File: config.mk
export PLATFORM = sky130hd
export DESIGN_NAME = int_ctrl_flat
export DESIGN_NICKNAME = d
export VERILOG_FILES = /design/src/rtl/int_ctrl_pkg.sv /design/src/rtl/int_ctrl_if.sv /design/src/rtl/int_sync_edge.sv /design/src/rtl/int_ctrl.sv /design/src/flat_wrapper.sv
export SDC_FILE = /design/constraint.sdc
export NUM_CORES = 1
export LEC_CHECK = 0
export ABC_AREA = 1
export BUFFER_PORTS_ARGS = -buffer_cell sky130_fd_sc_hd__buf_2
export CAP_MARGIN = 0
export CORE_ASPECT_RATIO = 0.75
export CORE_MARGIN = 8
export CORE_UTILIZATION = 42
export CTS_CLUSTER_DIAMETER = 60
export CTS_CLUSTER_SIZE = 16
export DETAILED_ROUTE_END_ITERATION = 7
export GPL_TIMING_DRIVEN = 0
export PLACE_DENSITY_LB_ADDON = 0.3
export SLEW_MARGIN = 25
export SYNTH_ARGS = -nofsm -noshare
export SYNTH_HDL_FRONTEND = slang
export SYNTH_SLANG_ARGS = --single-unit
File: constraint.sdc
create_clock -name clk -period 1.25 [get_ports clk]
set_input_delay 0.25 -clock clk [delete_from_list [all_inputs] [get_ports clk]]
set_output_delay 0.25 -clock clk [all_outputs]
set_load 0.01 [all_outputs]
File: src/rtl/int_ctrl_pkg.sv
// int_ctrl_pkg: register offsets and source indices shared by the interrupt controller and its users
package int_ctrl_pkg;
    typedef enum logic [1:0] {
        IC_PEND = 2'd0,
        IC_MASK = 2'd1,
        IC_MODE = 2'd2,
        IC_VEC  = 2'd3
    } ic_reg_e;
    localparam int SRC_TC0 = 0;
    localparam int SRC_TC1 = 1;
    localparam int SRC_EXT = 2;
    localparam int N_HWINT = 6;
endpackage

File: src/rtl/int_ctrl_if.sv
// int_ctrl_if: source lines, bridge register port and CPU interrupt/ack signals of the controller
interface int_ctrl_if #(parameter int N_SRC = 6);
    logic [N_SRC-1:0] src_irq;
    logic [1:0]       addr;
    logic             we;
    logic [31:0]      din;
    logic [31:0]      dout;
    logic [5:0]       hwint;
    logic             irq_valid;
    logic [2:0]       irq_id;
    logic             int_ack;
    logic [2:0]       int_ack_id;
    modport slave (
        input  src_irq, addr, we, din, int_ack, int_ack_id,
        output dout, hwint, irq_valid, irq_id
    );
    modport master (
        output src_irq, addr, we, din, int_ack, int_ack_id,
        input  dout, hwint, irq_valid, irq_id
    );
endinterface

File: src/rtl/int_sync_edge.sv
// int_sync_edge: synchronises one raw request line and flags its rising edge
module int_sync_edge #(
    parameter int SYNC_STAGES = 2
) (
    input  logic clk,
    input  logic reset,
    input  logic i_d,
    output logic o_s,
    output logic o_set
);
    logic r_prev;
    generate
        if (SYNC_STAGES == 0) begin : g_bypass
            assign o_s = i_d;
        end else begin : g_sync
            logic [SYNC_STAGES-1:0] r_sync;
            // shift chain, oldest sample in the top bit
            always_ff @(posedge clk) begin
                if (reset) r_sync <= '0;
                else       r_sync <= SYNC_STAGES'({r_sync, i_d});
            end
            assign o_s = r_sync[SYNC_STAGES-1];
        end
    endgenerate
    // prev tracks s every cycle so a mode change never fabricates an edge
    always_ff @(posedge clk) begin
        if (reset) r_prev <= 1'b0;
        else       r_prev <= o_s;
    end
    assign o_set = o_s & ~r_prev;
endmodule

File: src/rtl/int_ctrl.sv
// int_ctrl: latches, masks and prioritises peripheral interrupt requests for the CPU HWInt input
module int_ctrl
    import int_ctrl_pkg::*;
#(
    parameter int         N_SRC       = 6,
    parameter int         SYNC_STAGES = 2,
    parameter logic [5:0] MASK_RESET  = 6'h3f
) (
    input logic        clk,
    input logic        reset,
    int_ctrl_if.slave  bus
);
    logic [N_SRC-1:0] r_pend, r_mask, r_mode;
    logic [5:0]       r_hwint;
    logic             r_irq_valid;
    logic [2:0]       r_irq_id;
    logic [N_SRC-1:0] w_s, w_set, w_ack, w_w1c, w_pend_nxt, w_mask_nxt;
    logic [5:0]       w_hw_nxt;
    logic [31:0]      w_rd;

    // lowest-numbered set bit wins
    function automatic logic [2:0] f_prio(input logic [5:0] v);
        f_prio = 3'd0;
        for (int k = 5; k >= 0; k--) if (v[k]) f_prio = 3'(k);
    endfunction

    generate
        for (genvar i = 0; i < N_SRC; i++) begin : g_src
            int_sync_edge #(.SYNC_STAGES(SYNC_STAGES)) u_se (
                .clk   (clk),
                .reset (reset),
                .i_d   (bus.src_irq[i]),
                .o_s   (w_s[i]),
                .o_set (w_set[i])
            );
        end
    endgenerate

    // decode clears; out-of-range ack ids match no bit
    always_comb begin
        w_ack = '0;
        for (int k = 0; k < N_SRC; k++) w_ack[k] = bus.int_ack && (bus.int_ack_id == 3'(k));
        w_w1c = (bus.we && bus.addr == IC_PEND) ? bus.din[N_SRC-1:0] : '0;
    end

    // edge bits latch with set winning over clear; level bits follow the synchronised line
    assign w_pend_nxt = (r_mode & (w_set | (r_pend & ~(w_w1c | w_ack)))) | (~r_mode & w_s);
    assign w_mask_nxt = (bus.we && bus.addr == IC_MASK) ? bus.din[N_SRC-1:0] : r_mask;

    // masked view presented to the CPU, zero-extended to the full HWInt width
    always_comb begin
        w_hw_nxt = '0;
        w_hw_nxt[N_SRC-1:0] = w_pend_nxt & w_mask_nxt;
    end

    // register file and registered CPU-side outputs
    always_ff @(posedge clk) begin
        if (reset) begin
            r_pend      <= '0;
            r_mask      <= MASK_RESET[N_SRC-1:0];
            r_mode      <= '0;
            r_hwint     <= '0;
            r_irq_valid <= 1'b0;
            r_irq_id    <= 3'd0;
        end else begin
            r_pend      <= w_pend_nxt;
            r_mask      <= w_mask_nxt;
            if (bus.we && bus.addr == IC_MODE) r_mode <= bus.din[N_SRC-1:0];
            r_hwint     <= w_hw_nxt;
            r_irq_valid <= |w_hw_nxt;
            r_irq_id    <= f_prio(w_hw_nxt);
        end
    end

    // combinational read mux, unused upper bits read zero
    always_comb begin
        w_rd = '0;
        w_rd[N_SRC-1:0] = bus.addr == IC_PEND ? r_pend : bus.addr == IC_MASK ? r_mask : r_mode;
        bus.dout = bus.addr == IC_VEC ? {r_irq_valid, 28'b0, r_irq_id} : w_rd;
    end

    assign bus.hwint     = r_hwint;
    assign bus.irq_valid = r_irq_valid;
    assign bus.irq_id    = r_irq_id;
endmodule
File: src/flat_wrapper.sv
// flat-port wrapper written by rule: the top's interface ports become plain ports
module int_ctrl_flat import int_ctrl_pkg::*;
#(
    parameter int         N_SRC       = 6,
    parameter int         SYNC_STAGES = 2,
    parameter logic [5:0] MASK_RESET  = 6'h3f
)
  (clk, reset, bus_src_irq, bus_addr, bus_we, bus_din, bus_int_ack, bus_int_ack_id, bus_dout, bus_hwint, bus_irq_valid, bus_irq_id);
  int_ctrl_if #(.N_SRC(N_SRC)) bus_i ();
  input logic clk;
  input logic reset;
  input wire logic [$bits(bus_i.src_irq)-1:0] bus_src_irq;
  input wire logic [$bits(bus_i.addr)-1:0] bus_addr;
  input wire logic [$bits(bus_i.we)-1:0] bus_we;
  input wire logic [$bits(bus_i.din)-1:0] bus_din;
  input wire logic [$bits(bus_i.int_ack)-1:0] bus_int_ack;
  input wire logic [$bits(bus_i.int_ack_id)-1:0] bus_int_ack_id;
  output wire logic [$bits(bus_i.dout)-1:0] bus_dout;
  output wire logic [$bits(bus_i.hwint)-1:0] bus_hwint;
  output wire logic [$bits(bus_i.irq_valid)-1:0] bus_irq_valid;
  output wire logic [$bits(bus_i.irq_id)-1:0] bus_irq_id;
  assign bus_i.src_irq = bus_src_irq;
  assign bus_i.addr = bus_addr;
  assign bus_i.we = bus_we;
  assign bus_i.din = bus_din;
  assign bus_i.int_ack = bus_int_ack;
  assign bus_i.int_ack_id = bus_int_ack_id;
  assign bus_dout = bus_i.dout;
  assign bus_hwint = bus_i.hwint;
  assign bus_irq_valid = bus_i.irq_valid;
  assign bus_irq_id = bus_i.irq_id;
  int_ctrl #(.N_SRC(N_SRC), .SYNC_STAGES(SYNC_STAGES), .MASK_RESET(MASK_RESET)) u_core (.clk(clk), .reset(reset), .bus(bus_i));
endmodule
; After elaboration in Yosys (flattened, before gate mapping)
; Cells that the tools add are included.
[op_classes]
n_mux = 10
n_bitwise = 21
n_eq_ne = 8
n_reduce_logical = 15
[ops]
columns = op, n
row1 = 32-bit two-way mux, 1
row2 = 6-bit bitwise AND, 4
row3 = 6-bit two-way mux, 4
row4 = 6-bit bitwise OR, 3
row5 = 6-bit inverter, 2
row6 = 1-bit logical AND, 9
row7 = 1-bit bitwise AND, 6
row8 = 3-bit by 2-bit == test with 1-bit output (second input constant), 2
row9 = 3-bit == test (second input constant), 2
row10 = 3-bit two-way mux, 2
row11 = 1-bit inverter, 6
row12 = 6-bit OR reduction, 1
row13 = 5-bit OR reduction, 1
row14 = 2-bit == test (second input constant), 2
row15 = 2-bit two-way mux, 2
row16 = 3-bit by 1-bit == test with 1-bit output (second input constant), 1
row17 = 3-bit logical NOT, 1
row18 = 3-bit OR reduction, 1
row19 = 2-bit by 1-bit == test with 1-bit output (second input constant), 1
row20 = 2-bit logical NOT, 1
row21 = 2-bit OR reduction, 1
row22 = 1-bit two-way mux, 1
[totals]
out_inout_bits = 42
word_cells = 74
register_bits = 46

; Depth between registers and ports, before layout
[depth]
word_depth = 15
mapped_depth = 11
depth_no_buf = 10

; Hierarchy
; Synthesis repeated with hierarchy kept, for this count alone.
[hier_totals]
hier_cells = 286
area_unflattened_um2 = 2040.7
[modules_own_cells]
columns = mod, area_per_inst_um2, cells_per_inst, seq_area_each_um2, n_inst
row1 = int_ctrl, 1522.7, 226, 560.5, 1
row2 = int_sync_edge, 86.3, 10, 60.1, 6

; Worst setup path after synthesis
; Ideal clock, no wire load.
[synth_timing]
path_kind = input port to flip-flop
start = in bus_addr[1]
end = reg u_core.r_irq_valid, in the netlist u_core.bus.irq_valid
setup_ps = 116
n_path_buf = 1
path_stages = 11
required_time_ps = 1134
arrival_ps = 1205
path_slack_ps = -71
cell_sequence = buf_2 inv_2 nand2_1 nor2_2 nand2_1 nand3b_1 nand2_1 nand2_1 nand2_1 o21ai_1 nand2_1
[synth_via]
elab_chain_cells = 11
word_cells_on_any_way = 14
[synth_rtl]
columns = element, line
row1 = start: declaration, flat_wrapper.sv:13  ; input wire logic [$bits(bus_i.addr)-1:0] bus_addr;
row2 = 2-bit logical NOT, int_ctrl.sv:43  ; w_w1c = (bus.we && bus.addr == IC_PEND) ? bus.din[N_SRC-1:0] : '0;
row3 = 1-bit logical AND, int_ctrl.sv:43
row4 = 6-bit two-way mux, int_ctrl.sv:43
row5 = 6-bit bitwise OR, int_ctrl.sv:47  ; assign w_pend_nxt = (r_mode & (w_set | (r_pend & ~(w_w1c | w_ack)))) | (~r_mode & w_s);
row6 = 6-bit inverter, int_ctrl.sv:47
row7 = 6-bit bitwise AND, int_ctrl.sv:47
row8 = 6-bit bitwise OR, int_ctrl.sv:47
row9 = 6-bit bitwise AND, int_ctrl.sv:47
row10 = 6-bit bitwise OR, int_ctrl.sv:47
row11 = 6-bit bitwise AND (*), int_ctrl.sv:53  ; w_hw_nxt[N_SRC-1:0] = w_pend_nxt & w_mask_nxt;
row12 = 6-bit OR reduction (*), int_ctrl.sv:70  ; r_irq_valid <= |w_hw_nxt;
row13 = end signal: assignment, int_ctrl.sv:70
row14 = end: declaration, int_ctrl.sv:15  ; logic r_irq_valid;
; Mark *: on every way between the ends. The rest lies on a longest branch, timed or not.
; A chain may end at the register's enable or synchronous reset.

; Final worst setup path
[layout_timing]
start = reg u_core.r_mode[1]
end = out bus_dout[1]
[layout_via]
elab_chain_cells = 3
[layout_rtl]
columns = element, line
row1 = start: declaration, int_ctrl.sv:13  ; logic [N_SRC-1:0] r_pend, r_mask, r_mode;
row2 = start signal: assignment, int_ctrl.sv:68  ; if (bus.we && bus.addr == IC_MODE) r_mode <= bus.din[N_SRC-1:0];
row3 = 6-bit two-way mux (2 in series), int_ctrl.sv:78  ; w_rd[N_SRC-1:0] = bus.addr == IC_PEND ? r_pend : bus.addr == IC_MASK ? r_mask : r_mode;
row4 = 32-bit two-way mux, int_ctrl.sv:79  ; bus.dout = bus.addr == IC_VEC ? {r_irq_valid, 28'b0, r_irq_id} : w_rd;
row5 = end: declaration, flat_wrapper.sv:18  ; output wire logic [$bits(bus_i.dout)-1:0] bus_dout;
; Every way passes these cells.

==> flow_metrics.tcl <==
set metrics [dict create \
    synthToLayoutAreaGrowth_pct 31.5 \
    finalWorstSetupSlack_ns -0.122 \
    clock_skew_ns 0.00789 \
    hpwl_um 3610 \
    cp.required_ns 1.00 \
    gp_congestion 0.877 \
    finalMaxSlewViolations 0 \
    slew_headroom_pct 61.9 \
    hp-class "in -> reg" \
    netlist_top_cells_area "dfxtp_1 (46%), nand2_1 (15%), buf_4 (9.3%)" \
    cts_max_level 2 \
    ioPinCount 89 \
    clk_latency_ns 0.30 \
    worstSetupPathType "reg -> out" \
    die-area_um2 7320 \
    cp-end-kind "output pin" \
    cap_violations 0 \
    min_period_over_period_pct 110 \
    routed_wirelength_um 4920 \
    die_w_um 96.1 \
    violations "negative setup slack" \
    path_max_fanout 2 \
    cts.sinks 46 \
    vias_per_cell 4.35 \
    max_clock_freq_mhz 729 \
    grtUsageTotal_pct 13.4 \
    grt_pass1_wl_um 7760 \
    root_buffer "clkbuf_8" \
    hold-worst-slack_ns 0.150 \
    wire_per_inst_um 11.7 \
    critPathMaxStageDelay_ns 0.34 \
    cts_tree "built" \
    cp.arrival_ns 1.12 \
    cts_hold_buf 0 \
    p_per_area_nw_per_um2 1090 \
    num-nets-final 407 \
    cp_top_family "flip-flops" \
    netlist_area_um2 2020 \
    async_reset_ff_share_pct 0 \
    synth_area_per_cell_um2 7.10 \
    tightest_slew_ns 0.571 \
    power.leakage_nw 1.39 \
    critPathLaunchType "flip-flop" \
    grt_pass1_vias 1677 \
    slowest_stage "dfxtp_2" \
    setup_viol 4 \
    ys_seq_area_share_pct 45.5 \
    yosys_register_bits 46 \
    drive_above_1_share_pct 33.6 \
    period_minus_slack_ns 1.37 \
    p_total_mw 2.90 \
    cts_buffers 5 \
    synthFlopType "dfxtp_1" \
    drc 0 \
    die_h_um 76.1 \
    synth.distinct_cells 22 \
    yosysMostFrequentCell "nand2_1" \
    clkTransAtPathRegs_ns 0.08 \
    antenna_found_initial 0 \
    critPathBufInv 3 \
    synth_top_cells_by_count "nand2_1 (79), dfxtp_1 (46), inv_1 (40), nor2_1 (30), buf_4 (25)" \
    synth_edf_count 0 \
    rows 22 \
    netlist_instances 285 \
    yosys_warnings 0 \
    hold_viol_final 0 \
    port_buffers 35 \
    rsz0062_at_grt "true" \
    synth_top_area_share_pct 45.5 \
    vias 1826 \
    drt_iter0_drc 71 \
    diodes 0 \
    outcome "finished with violations" \
    initial_core_util_pct 42.5 \
    worstPathCellList "inv_2, o2111ai_2, o21ai_1, inv_1, buf_6" \
    core_um2 4760 \
    cts_buffer_depth 2 \
    peakVddDrop_mv 0.743 \
    gr-total-overflow 0 \
    drtAntennaViolNets 0 \
    dr.pass1.iters 4 \
    grt_max_degree 13 \
    synth_top_area_cell "dfxtp_1" \
]
cell families (layout without fill, tap and decap cells):
group | after synthesis | after routing | synth area share [%]
AOI/OAI and AO/OA | 33 | 33 | 8.72
buffers and inverters | 73 | 124 | 18.2
DFF | 46 | 46 | 45.5
other | 1 | 25 | 0.185
and+or+nand+nor | 132 | 132 | 27.3
state kept, by name (all words and copies together), names as in the netlist:
signal / cells
u_core.g_src.u_se.g_sync.r_sync: 12
u_core.bus.hwint: 6
u_core.g_src.u_se.r_prev: 6
u_core.r_mask: 6
u_core.r_mode: 6
u_core.r_pend: 6
u_core.bus.irq_id: 3
u_core.bus.irq_valid: 1
tightest hold or removal path, delay by kind of cell:
kind / cells / cell delay (ns)
buf+inv: 2 / 0.10
simple gates: 1 / 0.06
cell usage in the layout (no fill, tap or decap), drive strengths merged:
cell and instances:
a21oi 16, buf 70, clkbuf 12, conb 25, dfxtp 46, inv 42
nand2 80, nand3 10, nand3b 3, nor2 34, nor3 2, nor3b 1
o2111ai 3, o21ai 14, or2 2
repair_timing:
| action | 4_1_cts | 5_1_grt |
|---|---|---|
| buffers inserted | 6 | 3 |
| gates cloned | 0 | 0 |
| gates resized for setup | 23 | 27 |
| setup endpoints to repair | 7 | 9 |
| pin swaps | 6 | 12 |
final cells by class:
type / instances / area, µm²
fillers: 485 / 2100
flip-flops and latches: 46 / 933
multi-input cells: 190 / 931
repair buffers: 44 / 265
plain buffers: 31 / 218
inverters: 42 / 163
clock buffers: 7 / 76.3
well taps: 60 / 75.1
metrics by stage:
stage	area [µm²]	setup WS (ns)	util (%)	TNS, ns	std cells
2_1_floorplan	2130	0.00723	-	0	309
3_3_place_gp	2380	-0.277	50.1	-2.32	404
3_5_place_dp	2380	-0.335	50.1	-2.65	404
4_1_cts	2550	-0.126	53.5	-0.350	417
5_1_grt	2660	-0.190	55.9	-0.784	420
6_report	2660	-0.122	55.9	-0.341	420
per-layer routing:
metal / part of all wire [%] / wire length [µm] / vias up / global-route usage [%]
li1: - / - / 965 / -
met1: 46 / 2250 / 808 / 17.6
met2: 45 / 2230 / 46 / 19.4
met3: 7.5 / 368 / 7 / 4.13
met4: 1.5 / 72 / 0 / 6.28
met5: 0 / 0 / - / 0
path summary, 6_finish.rpt:
check                                                   startpoint                                               end  slack, ns  cells after the start
setup / recovery                     u_core.r_mode[1]$_SDFFE_PP0P_                                       bus_dout[1]      -0.12                      5
hold / removal                                      bus_src_irq[5]  u_core.g_src[5].u_se.g_sync.r_sync[0]$_SDFF_PP0_       0.15                      3
setup reg to reg                     u_core.r_mode[1]$_SDFFE_PP0P_                   u_core.bus.irq_valid$_SDFF_PP0_       0.08                      9
hold reg to reg   u_core.g_src[3].u_se.g_sync.r_sync[0]$_SDFF_PP0_  u_core.g_src[3].u_se.g_sync.r_sync[1]$_SDFF_PP0_       0.41                      2
report_power, final:
part	switching [mW]	internal [mW]
logic	0.283	0.210
registers	0.0291	1.53
clock network	0.463	0.385
total	0.775	2.13
(Power assumes the default switching activity.)
